**config.mk**
```make
export PLATFORM = sky130hd
export DESIGN_NAME = memory_arbiter
export DESIGN_NICKNAME = d
export VERILOG_FILES = /design/src/rtl/memory_arbiter.sv
export SDC_FILE = /design/constraint.sdc
export NUM_CORES = 1
export LEC_CHECK = 0
export ABC_AREA = 1
export BUFFER_PORTS_ARGS = -buffer_cell sky130_fd_sc_hd__buf_4
export CAP_MARGIN = 25
export CORE_ASPECT_RATIO = 0.7
export CORE_MARGIN = 10
export CORE_UTILIZATION = 43
export DETAILED_ROUTE_END_ITERATION = 10
export PLACE_DENSITY = 0.76
export SLEW_MARGIN = 10
export SYNTH_ARGS = -nofsm -noshare
export SYNTH_HDL_FRONTEND = slang
export SYNTH_SLANG_ARGS = --single-unit
```
**constraint.sdc**
```tcl
create_clock -name clock -period 1.7 [get_ports clock]
set_input_delay 0 -clock clock [delete_from_list [all_inputs] [get_ports clock]]
set_output_delay 0 -clock clock [all_outputs]
set_load 0.05 [all_outputs]
```
**src/rtl/memory_arbiter.sv**
```systemverilog
// memory_arbiter: shares one CPU-style memory port (address/data/size/enable/operation/ready)
// between two requesters, port0 and port1, using an enable/ready full handshake on both sides.
// Exactly one memory transaction is outstanding at any time.
//
// Parameters:
//   ROUND_ROBIN    - 1: simultaneous requests alternate; 0: port0 always wins.
//   TIMEOUT_CYCLES - cycles spent in ISSUE before the watchdog forces completion; 0 disables it.
//   TIMEOUT_WIDTH  - width of the watchdog counter; must hold TIMEOUT_CYCLES.
//
// Ports:
//   clock, reset            - rising-edge clock, asynchronous active-low reset.
//   portN_address/data_out/data_size/enable/operation
//                           - requester N request (held until portN_ready).
//   portN_data_in/ready     - requester N read data and completion.
//   memory_address/data_out/data_size/enable/operation
//                           - registered request to the memory.
//   memory_data_in/ready    - memory read data and completion.
//   grant                   - port owning the current or last transaction.
//   timeout_error           - watchdog fired; cleared when the next transaction starts.
module memory_arbiter #(
    parameter bit          ROUND_ROBIN    = 1'b1,
    parameter int unsigned TIMEOUT_CYCLES = 255,
    parameter int unsigned TIMEOUT_WIDTH  = 16
) (
    input  logic        clock,
    input  logic        reset,

    input  logic [31:0] port0_address,
    input  logic [31:0] port0_data_out,
    input  logic [1:0]  port0_data_size,
    input  logic        port0_enable,
    input  logic        port0_operation,
    output logic [31:0] port0_data_in,
    output logic        port0_ready,

    input  logic [31:0] port1_address,
    input  logic [31:0] port1_data_out,
    input  logic [1:0]  port1_data_size,
    input  logic        port1_enable,
    input  logic        port1_operation,
    output logic [31:0] port1_data_in,
    output logic        port1_ready,

    output logic [31:0] memory_address,
    output logic [31:0] memory_data_out,
    output logic [1:0]  memory_data_size,
    output logic        memory_enable,
    output logic        memory_operation,
    input  logic [31:0] memory_data_in,
    input  logic        memory_ready,

    output logic        grant,
    output logic        timeout_error
);

    typedef enum logic [1:0] {
        StIdle,
        StIssue,
        StRespond,
        StRelease
    } state_e;

    localparam bit WatchdogEn = (TIMEOUT_CYCLES != 0);
    // Last counter value before the forced completion; only meaningful when WatchdogEn.
    localparam logic [TIMEOUT_WIDTH-1:0] TimeoutLast =
        TIMEOUT_WIDTH'((TIMEOUT_CYCLES == 0) ? 0 : TIMEOUT_CYCLES - 1);

    state_e                   state_q;
    logic                     last_grant_q;
    logic                     grant_q;
    logic                     timeout_q;
    logic [TIMEOUT_WIDTH-1:0] wdog_q;

    logic [31:0] mem_addr_q;
    logic [31:0] mem_wdata_q;
    logic [1:0]  mem_size_q;
    logic        mem_en_q;
    logic        mem_op_q;

    logic [31:0] p0_din_q;
    logic [31:0] p1_din_q;
    logic        p0_rdy_q;
    logic        p1_rdy_q;

    logic req_any;
    logic win;
    logic gnt_enable;
    logic timeout_hit;

    always_comb begin
        req_any = port0_enable | port1_enable;
        win     = 1'b0;
        if (port0_enable && port1_enable) begin
            win = ROUND_ROBIN ? ~last_grant_q : 1'b0;
        end else if (port1_enable) begin
            win = 1'b1;
        end
        gnt_enable  = grant_q ? port1_enable : port0_enable;
        timeout_hit = WatchdogEn && (wdog_q == TimeoutLast);
    end

    always_ff @(posedge clock or negedge reset) begin
        if (!reset) begin
            state_q      <= StIdle;
            last_grant_q <= 1'b1;
            grant_q      <= 1'b0;
            timeout_q    <= 1'b0;
            wdog_q       <= '0;
            mem_addr_q   <= '0;
            mem_wdata_q  <= '0;
            mem_size_q   <= '0;
            mem_en_q     <= 1'b0;
            mem_op_q     <= 1'b0;
            p0_din_q     <= '0;
            p1_din_q     <= '0;
            p0_rdy_q     <= 1'b0;
            p1_rdy_q     <= 1'b0;
        end else begin
            case (state_q)
                StIdle: begin
                    if (req_any) begin
                        mem_addr_q   <= win ? port1_address   : port0_address;
                        mem_wdata_q  <= win ? port1_data_out  : port0_data_out;
                        mem_size_q   <= win ? port1_data_size : port0_data_size;
                        mem_op_q     <= win ? port1_operation : port0_operation;
                        grant_q      <= win;
                        last_grant_q <= win;
                        timeout_q    <= 1'b0;
                        wdog_q       <= '0;
                        mem_en_q     <= 1'b1;
                        state_q      <= StIssue;
                    end
                end
                StIssue: begin
                    if (memory_ready) begin
                        if (!mem_op_q) begin
                            if (grant_q) p1_din_q <= memory_data_in;
                            else         p0_din_q <= memory_data_in;
                        end
                        mem_en_q <= 1'b0;
                        if (grant_q) p1_rdy_q <= 1'b1;
                        else         p0_rdy_q <= 1'b1;
                        state_q  <= StRespond;
                    end else begin
                        wdog_q <= wdog_q + TIMEOUT_WIDTH'(1);
                        if (timeout_hit) begin
                            // Stalled memory: complete with zero read data and flag it.
                            if (!mem_op_q) begin
                                if (grant_q) p1_din_q <= '0;
                                else         p0_din_q <= '0;
                            end
                            timeout_q <= 1'b1;
                            mem_en_q  <= 1'b0;
                            if (grant_q) p1_rdy_q <= 1'b1;
                            else         p0_rdy_q <= 1'b1;
                            state_q   <= StRespond;
                        end
                    end
                end
                StRespond: begin
                    if (!gnt_enable) begin
                        p0_rdy_q <= 1'b0;
                        p1_rdy_q <= 1'b0;
                        state_q  <= StRelease;
                    end
                end
                StRelease: begin
                    // Memory must drop ready before another access can start.
                    if (!memory_ready) state_q <= StIdle;
                end
                default: state_q <= StIdle;
            endcase
        end
    end

    assign memory_address   = mem_addr_q;
    assign memory_data_out  = mem_wdata_q;
    assign memory_data_size = mem_size_q;
    assign memory_enable    = mem_en_q;
    assign memory_operation = mem_op_q;
    assign port0_data_in    = p0_din_q;
    assign port1_data_in    = p1_din_q;
    assign port0_ready      = p0_rdy_q;
    assign port1_ready      = p1_rdy_q;
    assign grant            = grant_q;
    assign timeout_error    = timeout_q;

endmodule

```
# Word-level counts from Yosys, hierarchy flattened
# Cells that the tools add are included.
[totals]
register_bits = 155
latch_bits = 0
mem_bits_rw = 0
mem_bits_ro = 0
in_bits = 171
out_inout_bits = 136
wordCells = 87
memories = 0
[classes]
addsub = 1
n_mul = 0
div_mod_pow = 0
n_lt_le_gt_ge = 0
n_eq_ne = 10
shifts = 0
mux = 45
bitwise = 4
n_reduce_logical = 13
[op_table]
columns = ["cell", "n"]
rows = [
  ["32-bit two-way mux", 14],
  ["16-bit two-way mux", 2],
  ["16-bit one-hot mux with 2 select lines", 1],
  ["1-bit two-way mux", 17],
  ["16-bit by 1-bit adder with 16-bit output (second input constant)", 1],
  ["16-bit by 8-bit equality test with 1-bit output (second input constant)", 1],
  ["4-bit AND reduction", 4],
  ["2-bit two-way mux", 6],
  ["2-bit != test (second input constant)", 5],
  ["3-bit AND reduction", 3],
  ["1-bit one-hot mux with 2 select lines", 4],
  ["2-bit one-hot mux with 4 select lines", 1],
  ["2-bit nonzero test", 3],
  ["2-bit equality test (second input constant)", 2],
  ["3-bit != test (second input constant)", 1],
  ["1-bit NOT", 3],
  ["2-bit by 1-bit equality test with 1-bit output (second input constant)", 1],
  ["2-bit zero test", 1],
  ["2-bit AND reduction", 1],
  ["1-bit logical AND", 1],
  ["1-bit OR", 1],
]

# Depth between registers and ports, before layout
[logic_depth]
ltp_word = 4
ltp_mapped = 12
mapped_depth_nobuf = 11

# Worst setup path after synthesis
# OpenSTA, ideal clock, no wires.
[synth_path]
path_kind = "register -> register"
startpoint = "register state_q[1]"
endpoint = "register p1_din_q[23] (netlist: port1_data_in[23])"
setup_ns = 0.120
arrival_time_ns = 1.520
required_ns = 1.580
setup_slack_ns = 0.060
stages_incl_launch_ff = 10
n_path_buf = 2
period_less_slack_ns = 1.640
path_cell_list = "dfrtp_1 -> inv_1 -> ha_1 -> buf_2 -> inv_1 -> nor2_2 -> nand3_4 -> buf_6 -> nand2_1 -> o21ai_2"
[synth_between]
elab_chain_cells = 2
[synth_lines]
columns = ["item", "line", "text"]
rows = [
  ["start: declaration", "68", "state_e state_q;"],
  ["start signal: assignment", "104", "state_q <= StIdle;"],
  ["start signal: assignment", "131", "state_q <= StIssue;"],
  ["start signal: assignment", "143", "state_q <= StRespond;"],
  ["2-bit by 1-bit equality test with 1-bit output", "119", "case (state_q)"],
  ["4-bit AND reduction (no source line)", "--", ""],
  ["end signal: assignment", "137", "if (grant_q) p1_din_q <= memory_data_in;"],
  ["end: declaration", "81", "logic [31:0] p1_din_q;"],
]
# No other way between the ends.
# A chain may end at the register's enable or synchronous reset.

# Worst setup path in the final report
[layout_path]
startpoint = "register state_q[0]"
endpoint = "register mem_wdata_q[8] (netlist: memory_data_out[8])"
[layout_between]
elab_chain_cells = 2
[layout_lines]
columns = ["item", "line", "text"]
rows = [
  ["2-bit zero test", "119", ""],
  ["2-bit AND reduction (no source line)", "--", ""],
  ["end signal: assignment", "123", "mem_wdata_q <= win ? port1_data_out : port0_data_out;"],
  ["end: declaration", "75", "logic [31:0] mem_wdata_q;"],
]
# No other way between the ends.

==> flow_summary.yaml <==
pwr:
  worst_ir_drop_vdd_mv: 1.426
  power_density_nw_per_um2: 1857
  p_leak_nw: 6.086
finish:
  drive_above_1_share_pct: 37.05
  final_util_pct: 77.35
  layout_commonest_cell: "buf_4"
  seqCellArea_sq_um: 3882
  final_cell_mix: "buf_4, nand2_1, dlygate4sd3_1"
  final.fill_count: 1001
  fin_area_sq_um: 12610
  multi_input_area_sq_um: 3033
  syn2layout_area_growth_pct: 77.02
  fin_nets: 1501
min_path:
  hold_class: "primary input to async pin"
global_routing:
  grt_max_degree: 70
  antenna_found_initial: 8
  grt_pass1_wl_mm: 47.23
  gr-usage-all-layers_pct: 26.44
  grt.overflow.total: 0
  first_global_vias: 8570
clock_network:
  clkSinkCount: 155
  cts-root-buf: "clkbuf_16"
  htree_levels: 4
  cts_tree: "built"
  cts_buffer_depth: 2
  clk_pin_slew_ns: 0.07
  cts_buffers: 17
  clk_latency_ns: 0.42
sta:
  fmax_mhz: 601.1
  slew_viol_final: 0
  min_period_ns: 1.664
  slew_headroom_pct: 69.35
  tns_ns: 0
  worst_slew_pin_slew_ns: 0.4597
  period_share_pct: 97.85
  setup-violations-final: 0
  whs_ns: 0.03969
  hold_violations: 0
  rsz0062_at_grt: "yes"
  fin_skew_ns: 0.01024
die:
  die_x_microns: 173.8
  die_area_sq_um: 22190
  rows: 39
  coreArea_sq_um: 16300
  die_h_microns: 127.7
  start_util_pct: 43.70
  io_pins: 307
logic_synthesis:
  synthDistinctLibCells: 25
  ys_warn_count: 0
  ys_ff_latch: 155
  postSynthCellCount: 823
  synth_fp_nets: 1001
  syn_avg_cell_area_sq_um: 8.653
  synth_area_sq_um: 7122
  yosysSeqAreaShare_pct: 54.48
critical_path:
  path_common_cell: "o21ai_0"
  critPathSlowestCell: "dfrtp_1"
  cp.required_ns: 1.99
  startpoint_type: "register"
  cp_top_family: "buffers and inverters"
  cp_num_buf_inv: 4
  cp.arrival_ns: 1.95
  critPathMaxStageDelay_ns: 0.37
  cp-end-kind: "register"
  criticalPathCategory: "register to register"
  path_cells: "inv_1 > ha_2 > buf_4 > o21ai_4 > clkinv_4 > clkbuf_16 > o21ai_0 > o21ai_0"
  path_max_fanout: 18
placed_design:
  gp_congestion: 0.8919
  hpwlAfterDp_mm: 18.28
  portBuffers: 306
  placedInstanceArea_sq_um: 9803
route:
  drt.antenna.violating_nets: 0
  drt_first_iter_violations: 765
  totalWireLength_mm: 32.90
  route.detailed.drc: 0
  drt-pass1-iter-count: 5
  vias_per_cell: 5.414
  wire_per_inst_microns: 20.94
  vias: 8506
flow_run:
  maxCapViolations: 0
run_status:
  status: "complete, no violations"
[cell usage after synthesis]
master	count	area share, %
nand2_4	1	0.16
buf_6	12	1.9
nand4_1	6	0.53
xnor2_1	2	0.25
buf_2	11	0.77
o21ai_2	49	6.0
inv_1	28	1.5
o21a_1	1	0.11
o21ai_1	39	2.7
nand2_1	221	12
o21bai_1	2	0.21
ha_1	7	1.2
dfstp_2	1	0.37
nor3_1	4	0.28
o21ai_0	120	8.4
clkbuf_1	23	1.2
nor2_1	105	5.5
nand3_4	2	0.49
o31ai_1	1	0.11
inv_2	3	0.16
dfrtp_1	154	54
nor2_2	2	0.18
nand3_1	18	1.3
nand2_2	3	0.26
a21oi_1	8	0.56
[layer usage]
layer / track usage, % / share of wire (%) / vias to the layer above
met5: 0 / 0 / -
met4: 14.34 / 4.9 / 0
met3: 8.476 / 9.7 / 127
met2: 43.88 / 49 / 604
met1: 30.14 / 36 / 4059
li1: - / - / 3716
[report_power, final]
part | switching, mW | internal [mW] | leakage, nW
Combinational | 9.09 | 4.24 | 3.83
Sequential | 1.11 | 5.17 | 1.98
Clock | 1.73 | 2.07 | 0.272
[path summary, 6_finish.rpt]
path	from	to	slack (ns)	cells past startpoint
setup / recovery	state_q[0]	memory_data_out[8]	0.04	8
hold / removal	reset	port1_data_in[5]	0.04	2
setup reg to reg	state_q[0]	memory_data_out[8]	0.04	8
hold reg to reg	port0_data_in[29]	port0_data_in[29]	0.49	2
max in group asynchronous	reset	memory_address[22]	0.98	3
min in group clock	memory_ready	state_q[0]	0.09	6
[kinds of logic (layout without fill, tap and decap cells)]
kind of cell / count (synthesis) / in the layout / share of synthesized area, %
adders and majority gates: 7 / 7 / 1.230
and+or+nand+nor: 362 / 363 / 20.34
DFF: 155 / 155 / 54.48
other: 0 / 10 / 0
buffers and inverters: 77 / 589 / 5.516
AOI/OAI and AO/OA: 220 / 220 / 18.18
xor gates and xnor gates: 2 / 2 / 0.2460
[registers in the layout (all words and copies together), names as in the netlist]
| signal | flops |
|---|---|
| grant | 1 |
| last_grant_q | 1 |
| memory_address | 32 |
| memory_data_out | 32 |
| memory_data_size | 2 |
| memory_enable | 1 |
| memory_operation | 1 |
| port0_data_in | 32 |
| port0_ready | 1 |
| port1_data_in | 32 |
| port1_ready | 1 |
| state_q | 2 |
| timeout_error | 1 |
| wdog_q | 16 |
[stage by stage]
stage / power (mW) / worst slack [ns] / instances
floorplan: 13.74 / 0.06003 / 823
global placement: 17.71 / 0.1061 / 1340
detailed placement: 17.91 / 0.005106 / 1340
CTS: 22.03 / 0.008688 / 1541
global route: 24.36 / -0.05339 / 1570
finish: 23.41 / 0.03648 / 1571
[area by class of cell]
class                      count  area share, %
clock buffer                  17          3.374
inverter                      31          1.002
antenna                       10         0.1985
timing repair buffer         526          37.13
multi-input combinational    592          24.06
sequential                   155          30.80
tap                          225          2.233
clock inverter                15          1.211
[what timing repair did]
item | CTS | global route
endpoints found under the setup margin | 0 | 143
hold buffers | 169 | 0
gates resized for setup | 0 | 91
endpoints found under the hold margin | 287 | 0
setup buffers | 0 | 7
No activity file was read; power rests on OpenSTA's default activity.
